File: config.mk
export PLATFORM = sky130hd
export DESIGN_NAME = controle_escrita_reg_flat
export DESIGN_NICKNAME = d
export VERILOG_FILES = /design/src/rtl/controle_escrita_reg_pkg.sv /design/src/rtl/controle_escrita_reg_if.sv /design/src/rtl/controle_escrita_reg_debounce.sv /design/src/rtl/controle_escrita_reg.sv /design/src/flat_wrapper.sv
export SDC_FILE = /design/constraint.sdc
export NUM_CORES = 1
export LEC_CHECK = 0
export BUFFER_PORTS_ARGS = -buffer_cell sky130_fd_sc_hd__clkbuf_2
export CAP_MARGIN = 20
export CORE_UTILIZATION = 52
export DETAILED_ROUTE_END_ITERATION = 6
export GPL_ROUTABILITY_DRIVEN = 1
export PLACE_DENSITY = 0.8
export SYNTH_ARGS = -nofsm -noshare
export SYNTH_HDL_FRONTEND = slang
export SYNTH_HIERARCHICAL = 1
export SYNTH_SLANG_ARGS = --single-unit
File: constraint.sdc
create_clock -name clock -period 2.65 [get_ports clock]
set_clock_uncertainty 0.2 [all_clocks]
set_input_delay 0.3975 -clock clock [delete_from_list [all_inputs] [get_ports clock]]
set_output_delay 0.3975 -clock clock [all_outputs]
set_load 0.1 [all_outputs]
File: src/rtl/controle_escrita_reg_pkg.sv
// Shared definitions for the register writeback controller: source select codes,
// FSM state encoding and the mapping from request type to the first state after acceptance.
package escrita_pkg;

    localparam logic [1:0] SEL_ULA = 2'b00;
    localparam logic [1:0] SEL_MEM = 2'b01;
    localparam logic [1:0] SEL_IMM = 2'b10;
    localparam logic [1:0] SEL_SW  = 2'b11;

    typedef enum logic [1:0] {
        IDLE     = 2'd0,
        WAIT_MEM = 2'd1,
        WAIT_SW  = 2'd2,
        WRITE    = 2'd3
    } estado_t;

    // ALU and immediate results are already valid on acceptance, so they go straight to WRITE.
    function automatic estado_t estado_apos_aceite(input logic [1:0] tipo);
        case (tipo)
            SEL_MEM: return WAIT_MEM;
            SEL_SW:  return WAIT_SW;
            default: return WRITE;
        endcase
    endfunction

endpackage

File: src/rtl/controle_escrita_reg_if.sv
// Request / writeback bundle between the instruction control unit, the memory,
// the operator panel and the writeback controller (slave side = controller).
interface controle_escrita_reg_if #(
    parameter int REG_ADDR_W = 5
);
    logic                  req_valid;
    logic                  req_ready;
    logic [1:0]            req_tipo;
    logic [REG_ADDR_W-1:0] req_rd;
    logic                  mem_valid;
    logic                  sw_confirma;
    logic [1:0]            controle;
    logic                  reg_write;
    logic [REG_ADDR_W-1:0] reg_rd;
    logic                  aguardando_sw;
    logic                  erro_mem;

    modport master (
        output req_valid, req_tipo, req_rd, mem_valid, sw_confirma,
        input  req_ready, controle, reg_write, reg_rd, aguardando_sw, erro_mem
    );

    modport slave (
        input  req_valid, req_tipo, req_rd, mem_valid, sw_confirma,
        output req_ready, controle, reg_write, reg_rd, aguardando_sw, erro_mem
    );
endinterface

File: src/rtl/controle_escrita_reg_debounce.sv
// Confirm-button filter: the output level follows the input only after DEBOUNCE_CYCLES
// consecutive samples that disagree with the current output.
module confirma_debounce #(
    parameter int DEBOUNCE_CYCLES = 50000
) (
    input  logic clock,
    input  logic reset,
    input  logic entrada,
    output logic saida
);

    localparam logic [15:0] LIMITE = 16'(DEBOUNCE_CYCLES - 1);

    logic [15:0] r_cnt;
    logic        r_saida;

    // Any sample equal to the filtered level restarts the stability window.
    always_ff @(posedge clock or negedge reset) begin
        if (!reset) begin
            r_cnt   <= 16'd0;
            r_saida <= 1'b0;
        end else if (entrada == r_saida) begin
            r_cnt <= 16'd0;
        end else if (r_cnt == LIMITE) begin
            r_saida <= entrada;
            r_cnt   <= 16'd0;
        end else begin
            r_cnt <= r_cnt + 16'd1;
        end
    end

    assign saida = r_saida;

endmodule

File: src/rtl/controle_escrita_reg.sv
// Register-file writeback sequencer: accepts a request, waits for its source, then issues
// the mux select and a one-cycle write strobe. Macro SW_DEBOUNCE_EN filters the confirm button.
module controle_escrita_reg
    import escrita_pkg::*;
#(
    parameter int REG_ADDR_W      = 5,
    parameter int MEM_TIMEOUT     = 15,
    parameter int DEBOUNCE_CYCLES = 50000
) (
    input logic                   clock,
    input logic                   reset,
    controle_escrita_reg_if.slave bus
);

    localparam logic [3:0] TIMEOUT_ULTIMO = 4'(MEM_TIMEOUT - 1);

    estado_t               r_estado;
    logic [1:0]            r_controle;
    logic                  r_reg_write;
    logic [REG_ADDR_W-1:0] r_reg_rd;
    logic                  r_aguardando_sw;
    logic                  r_erro_mem;
    logic [3:0]            r_cnt_mem;
    logic                  r_sw_anterior;

    logic w_sw_nivel;
    logic w_sw_subida;

`ifdef SW_DEBOUNCE_EN
    confirma_debounce #(
        .DEBOUNCE_CYCLES(DEBOUNCE_CYCLES)
    ) u_debounce (
        .clock  (clock),
        .reset  (reset),
        .entrada(bus.sw_confirma),
        .saida  (w_sw_nivel)
    );
`else
    logic w_unused_debounce;
    assign w_unused_debounce = ^32'(DEBOUNCE_CYCLES);
    assign w_sw_nivel        = bus.sw_confirma;
`endif

    // The previous level is tracked in every state, so a button already held when
    // WAIT_SW is entered never looks like a fresh press.
    assign w_sw_subida = w_sw_nivel & ~r_sw_anterior;

    always_ff @(posedge clock or negedge reset) begin
        if (!reset) begin
            r_estado        <= IDLE;
            r_controle      <= SEL_ULA;
            r_reg_write     <= 1'b0;
            r_reg_rd        <= '0;
            r_aguardando_sw <= 1'b0;
            r_erro_mem      <= 1'b0;
            r_cnt_mem       <= 4'd0;
            r_sw_anterior   <= 1'b0;
        end else begin
            r_reg_write   <= 1'b0;
            r_sw_anterior <= w_sw_nivel;

            case (r_estado)
                IDLE: begin
                    if (bus.req_valid) begin
                        r_controle      <= bus.req_tipo;
                        r_reg_rd        <= bus.req_rd;
                        r_cnt_mem       <= 4'd0;
                        r_estado        <= estado_apos_aceite(bus.req_tipo);
                        r_reg_write     <= (estado_apos_aceite(bus.req_tipo) == WRITE);
                        r_aguardando_sw <= (bus.req_tipo == SEL_SW);
                    end
                end

                // mem_valid is tested first so it wins over a timeout on the same cycle.
                WAIT_MEM: begin
                    if (bus.mem_valid) begin
                        r_estado    <= WRITE;
                        r_reg_write <= 1'b1;
                    end else if (r_cnt_mem == TIMEOUT_ULTIMO) begin
                        r_erro_mem <= 1'b1;
                        r_estado   <= IDLE;
                    end else begin
                        r_cnt_mem <= r_cnt_mem + 4'd1;
                    end
                end

                WAIT_SW: begin
                    if (w_sw_subida) begin
                        r_estado        <= WRITE;
                        r_reg_write     <= 1'b1;
                        r_aguardando_sw <= 1'b0;
                    end
                end

                WRITE: begin
                    r_estado <= IDLE;
                end
            endcase
        end
    end

    // controle and reg_rd are only reloaded on acceptance, so the mux select never glitches.
    assign bus.req_ready     = (r_estado == IDLE);
    assign bus.controle      = r_controle;
    assign bus.reg_write     = r_reg_write;
    assign bus.reg_rd        = r_reg_rd;
    assign bus.aguardando_sw = r_aguardando_sw;
    assign bus.erro_mem      = r_erro_mem;

endmodule

File: src/flat_wrapper.sv
// flat-port wrapper written by rule: the top's interface ports become plain ports
module controle_escrita_reg_flat import escrita_pkg::*;
#(
    parameter int REG_ADDR_W      = 5,
    parameter int MEM_TIMEOUT     = 15,
    parameter int DEBOUNCE_CYCLES = 50000
)
  (clock, reset, bus_req_valid, bus_req_tipo, bus_req_rd, bus_mem_valid, bus_sw_confirma, bus_req_ready, bus_controle, bus_reg_write, bus_reg_rd, bus_aguardando_sw, bus_erro_mem);
  controle_escrita_reg_if #(.REG_ADDR_W(REG_ADDR_W)) bus_i ();
  input logic clock;
  input logic reset;
  input wire logic [$bits(bus_i.req_valid)-1:0] bus_req_valid;
  input wire logic [$bits(bus_i.req_tipo)-1:0] bus_req_tipo;
  input wire logic [$bits(bus_i.req_rd)-1:0] bus_req_rd;
  input wire logic [$bits(bus_i.mem_valid)-1:0] bus_mem_valid;
  input wire logic [$bits(bus_i.sw_confirma)-1:0] bus_sw_confirma;
  output wire logic [$bits(bus_i.req_ready)-1:0] bus_req_ready;
  output wire logic [$bits(bus_i.controle)-1:0] bus_controle;
  output wire logic [$bits(bus_i.reg_write)-1:0] bus_reg_write;
  output wire logic [$bits(bus_i.reg_rd)-1:0] bus_reg_rd;
  output wire logic [$bits(bus_i.aguardando_sw)-1:0] bus_aguardando_sw;
  output wire logic [$bits(bus_i.erro_mem)-1:0] bus_erro_mem;
  assign bus_i.req_valid = bus_req_valid;
  assign bus_i.req_tipo = bus_req_tipo;
  assign bus_i.req_rd = bus_req_rd;
  assign bus_i.mem_valid = bus_mem_valid;
  assign bus_i.sw_confirma = bus_sw_confirma;
  assign bus_req_ready = bus_i.req_ready;
  assign bus_controle = bus_i.controle;
  assign bus_reg_write = bus_i.reg_write;
  assign bus_reg_rd = bus_i.reg_rd;
  assign bus_aguardando_sw = bus_i.aguardando_sw;
  assign bus_erro_mem = bus_i.erro_mem;
  controle_escrita_reg #(.REG_ADDR_W(REG_ADDR_W), .MEM_TIMEOUT(MEM_TIMEOUT), .DEBOUNCE_CYCLES(DEBOUNCE_CYCLES)) u_core (.clock(clock), .reset(reset), .bus(bus_i));
endmodule
==> summary.txt <==
Drt
  • # DRC: 0
  • WL/cell: 13.1 um
  • Via/cell ratio: 5.38
  • TritonRoute pass-1 iters: 4
  • Wirelength, routed: around 1300 um
  • Vias post-DR: 554
  • Routed Antenna Nets: 0
  • 1st-iter DRT viols: 20

STA
  • Headroom to the max-slew limit: 63.9%
  • Highest Clock Rate: approximately 500 MHz
  • Final Hold Vio Count: 0
  • Fin crit share: 75.6%
  • Max Slew Vio Count: 0
  • Unrepaired setup endpoints after global routing: false
  • Tmin final: 2.00 ns
  • Slew @ Worst Pin: between 0.5 and 0.6 ns
  • # setup viols final: 0
  • Setup TNS: 0 ns

Clock tree
  • CTS Buffer Depth: 2
  • CTS Buf Count: 3
  • CTS root buf: clkbuf_4
  • Htree depth: 1
  • Clk Latency, worst-skew pair: 0.29 ns
  • # resized after CTS: 0
  • Clock Pin Slew Worst Setup and Hold Paths: 0.10 ns
  • Setup bufs post-CTS: 0
  • Cts hold-fix bufs: 1
  • CTS tree: done
  • CTS sink count: 17

Min path
  • WHS Endpoint: u_core/r_sw_anterior
  • Hold depth: 1
  • Worst hold path type: in2reg
  • Hold Path Origin: bus_sw_confirma

Critical path
  • Worst path required time: 2.05 ns
  • CP Capture Type: output port
  • Reg2reg start: u_core/r_estado[1]
  • CP startpoint kind: register
  • Critical-path maximum fanout: 8
  • R2R Setup Slk: approximately 0.85 ns
  • FF-to-FF End: u_core/bus.controle[0]
  • Arrival time worst endpoint: 1.40 ns
  • Depth of the most critical reg-to-reg path: 2
  • Critical path type: reg2out

Finish
  • Register area: between 400 and 500 um2
  • Number of fill cells: 96
  • P&R area growth vs syn: 20.0%
  • Area taken by multi-input logic gates: 343 um2
  • Diodes inserted: 0
  • Nets: about 100
  • Share of cells above drive strength 1: 42.0%

Logic synthesis
  • Synth async-reset ratio: 100%
  • Synthesized flop and latch total: 17
  • Syn. warnings: 6
  • Gate count of the mapped netlist: 62
  • Cell variety after synth: 24
  • Sequential fraction of the synthesis area: roughly 54%
  • Share of Yosys cell area claimed by the top area cell type: 54.0%
  • Cell Area, Synth: 788 um2
  • Post-synth EDFFs: 0
  • Cell type with the highest aggregate area in the netlist: dfrtp_1
  • Largest cells by area after synthesis: dfrtp_1, mux2_4, ha_1, o21ai_0, or3b_1
  • Net Count, Synth: 76
  • Synthesized area per cell: 12.7 um2
  • Post-synth top flop: dfrtp_1

Placement
  • # port buffers: 22
  • Post-DP HPWL: 968 um
  • GP Congestion: 0.792

Run
  • Max cap viols: 0

Die
  • Die height: around 40 um
  • DIE WIDTH: 40.9 um
  • Initial Util: 58.4%
  • Core Footprint: ~0.0014 mm2
  • Boundary pin count: 23
  • Die area: 0.00168 mm2
  • Site Rows: 13

Global routing
  • Initial antenna violation count: 0
  • Number of global-route vias before repair: 445
  • Grt ovf: 0
  • First-pass GRT wire length: 1830 um
  • GRT Resource Usage Total: 17.5%
  • Largest net degree at the start of global routing: 18

Outcome
  • Outcome: finished clean
## cell families (layout without fill, tap and decap cells)
group / after synthesis / in the layout / synth area share [%]
mux: 8 / 8 / 14.8
buf+inv: 4 / 30 / 2.86
fa+ha+maj: 2 / 2 / 3.17
compound gates: 14 / 14 / 11.0
simple gates: 17 / 17 / 14.3
flops: 17 / 17 / 54.0
## registers in the layout, indices dropped and copies added (netlist names)
| name | cells |
|---|---|
| u_core/bus.reg_rd | 5 |
| u_core/bus.aguardando_sw | 1 |
| u_core/bus.erro_mem | 1 |
| u_core/r_cnt_mem | 4 |
| u_core/r_sw_anterior | 1 |
| u_core/r_estado | 2 |
| u_core/bus.controle | 2 |
| u_core/bus.reg_write | 1 |
## per-stage QoR
step | setup WS (ns) | cells | area [um2] | utilization, % | hold slack, ns
2_1_floorplan | 0.402 | 62 | 791 | - | -0.0981
3_3_place_gp | 0.875 | 98 | 908 | 67.3 | 0.142
3_5_place_dp | 0.857 | 98 | 908 | 67.3 | 0.153
4_1_cts | 0.646 | 103 | 946 | 70.1 | 0.0147
5_1_grt | 0.584 | 103 | 946 | 70.1 | 0.0154
6_report | 0.648 | 103 | 946 | 70.1 | 0.0192
## how the worst max path moves through the flow
stage | startpoint | end | slack (ns)
final | u_core/r_estado[1] | bus_req_ready | 0.65
after CTS | u_core/r_estado[1] | bus_req_ready | 0.65
after global routing | u_core/r_estado[1] | bus_req_ready | 0.58
after floorplan | u_core/r_estado[1] | u_core/r_cnt_mem[1] | 0.40
after detailed placement | bus_req_valid | u_core/bus.controle[0] | 0.86
after global placement | bus_req_valid | u_core/bus.controle[0] | 0.87
## critical path: stages, from the launching register on
cell	delay, ns
dfrtp_1	0.47
nor2_2	0.18
clkbuf_2	0.48
## per-layer routing
metal,track usage [%],vias to the layer above,wire length [um]
met3,4.89,2,64
met1,23.5,265,651
met2,25.0,13,618
li1,-,274,-
met5,0,-,0
met4,10.0,0,12
## Yosys cell counts (2+ instances only)
cell type and count:
a21oi_1 3, dfrtp_1 17, ha_1 2, inv_1 3, mux2_4 7, nand2_1 3
nand3_1 3, nor2_1 2, nor2b_1 2, o21ai_0 5, or3b_1 2
## layout by cell type (no fill, tap or decap), types with 2 or more instances in the layout
cell type,instances
clkbuf_2,22
or3b_1,2
nand3_1,3
a21oi_1,3
clkbuf_4,3
o21ai_0,5
inv_1,3
mux2_4,7
nor2b_1,2
dfrtp_1,17
ha_1,2
nand2_1,3
## final cells by class
cell class,count,area share [%]
Clock buffer,3,2.38
Clock inverter,1,0.529
Inverter,3,1.19
Multi-Input combinational cell,41,36.2
Sequential cell,17,45.0
Tap cell,15,1.98
Timing Repair Buffer,23,12.7
Power is left out: the tool's default activity adds up to more than one toggle a clock period on the data nets, which glitch-free logic cannot reach.
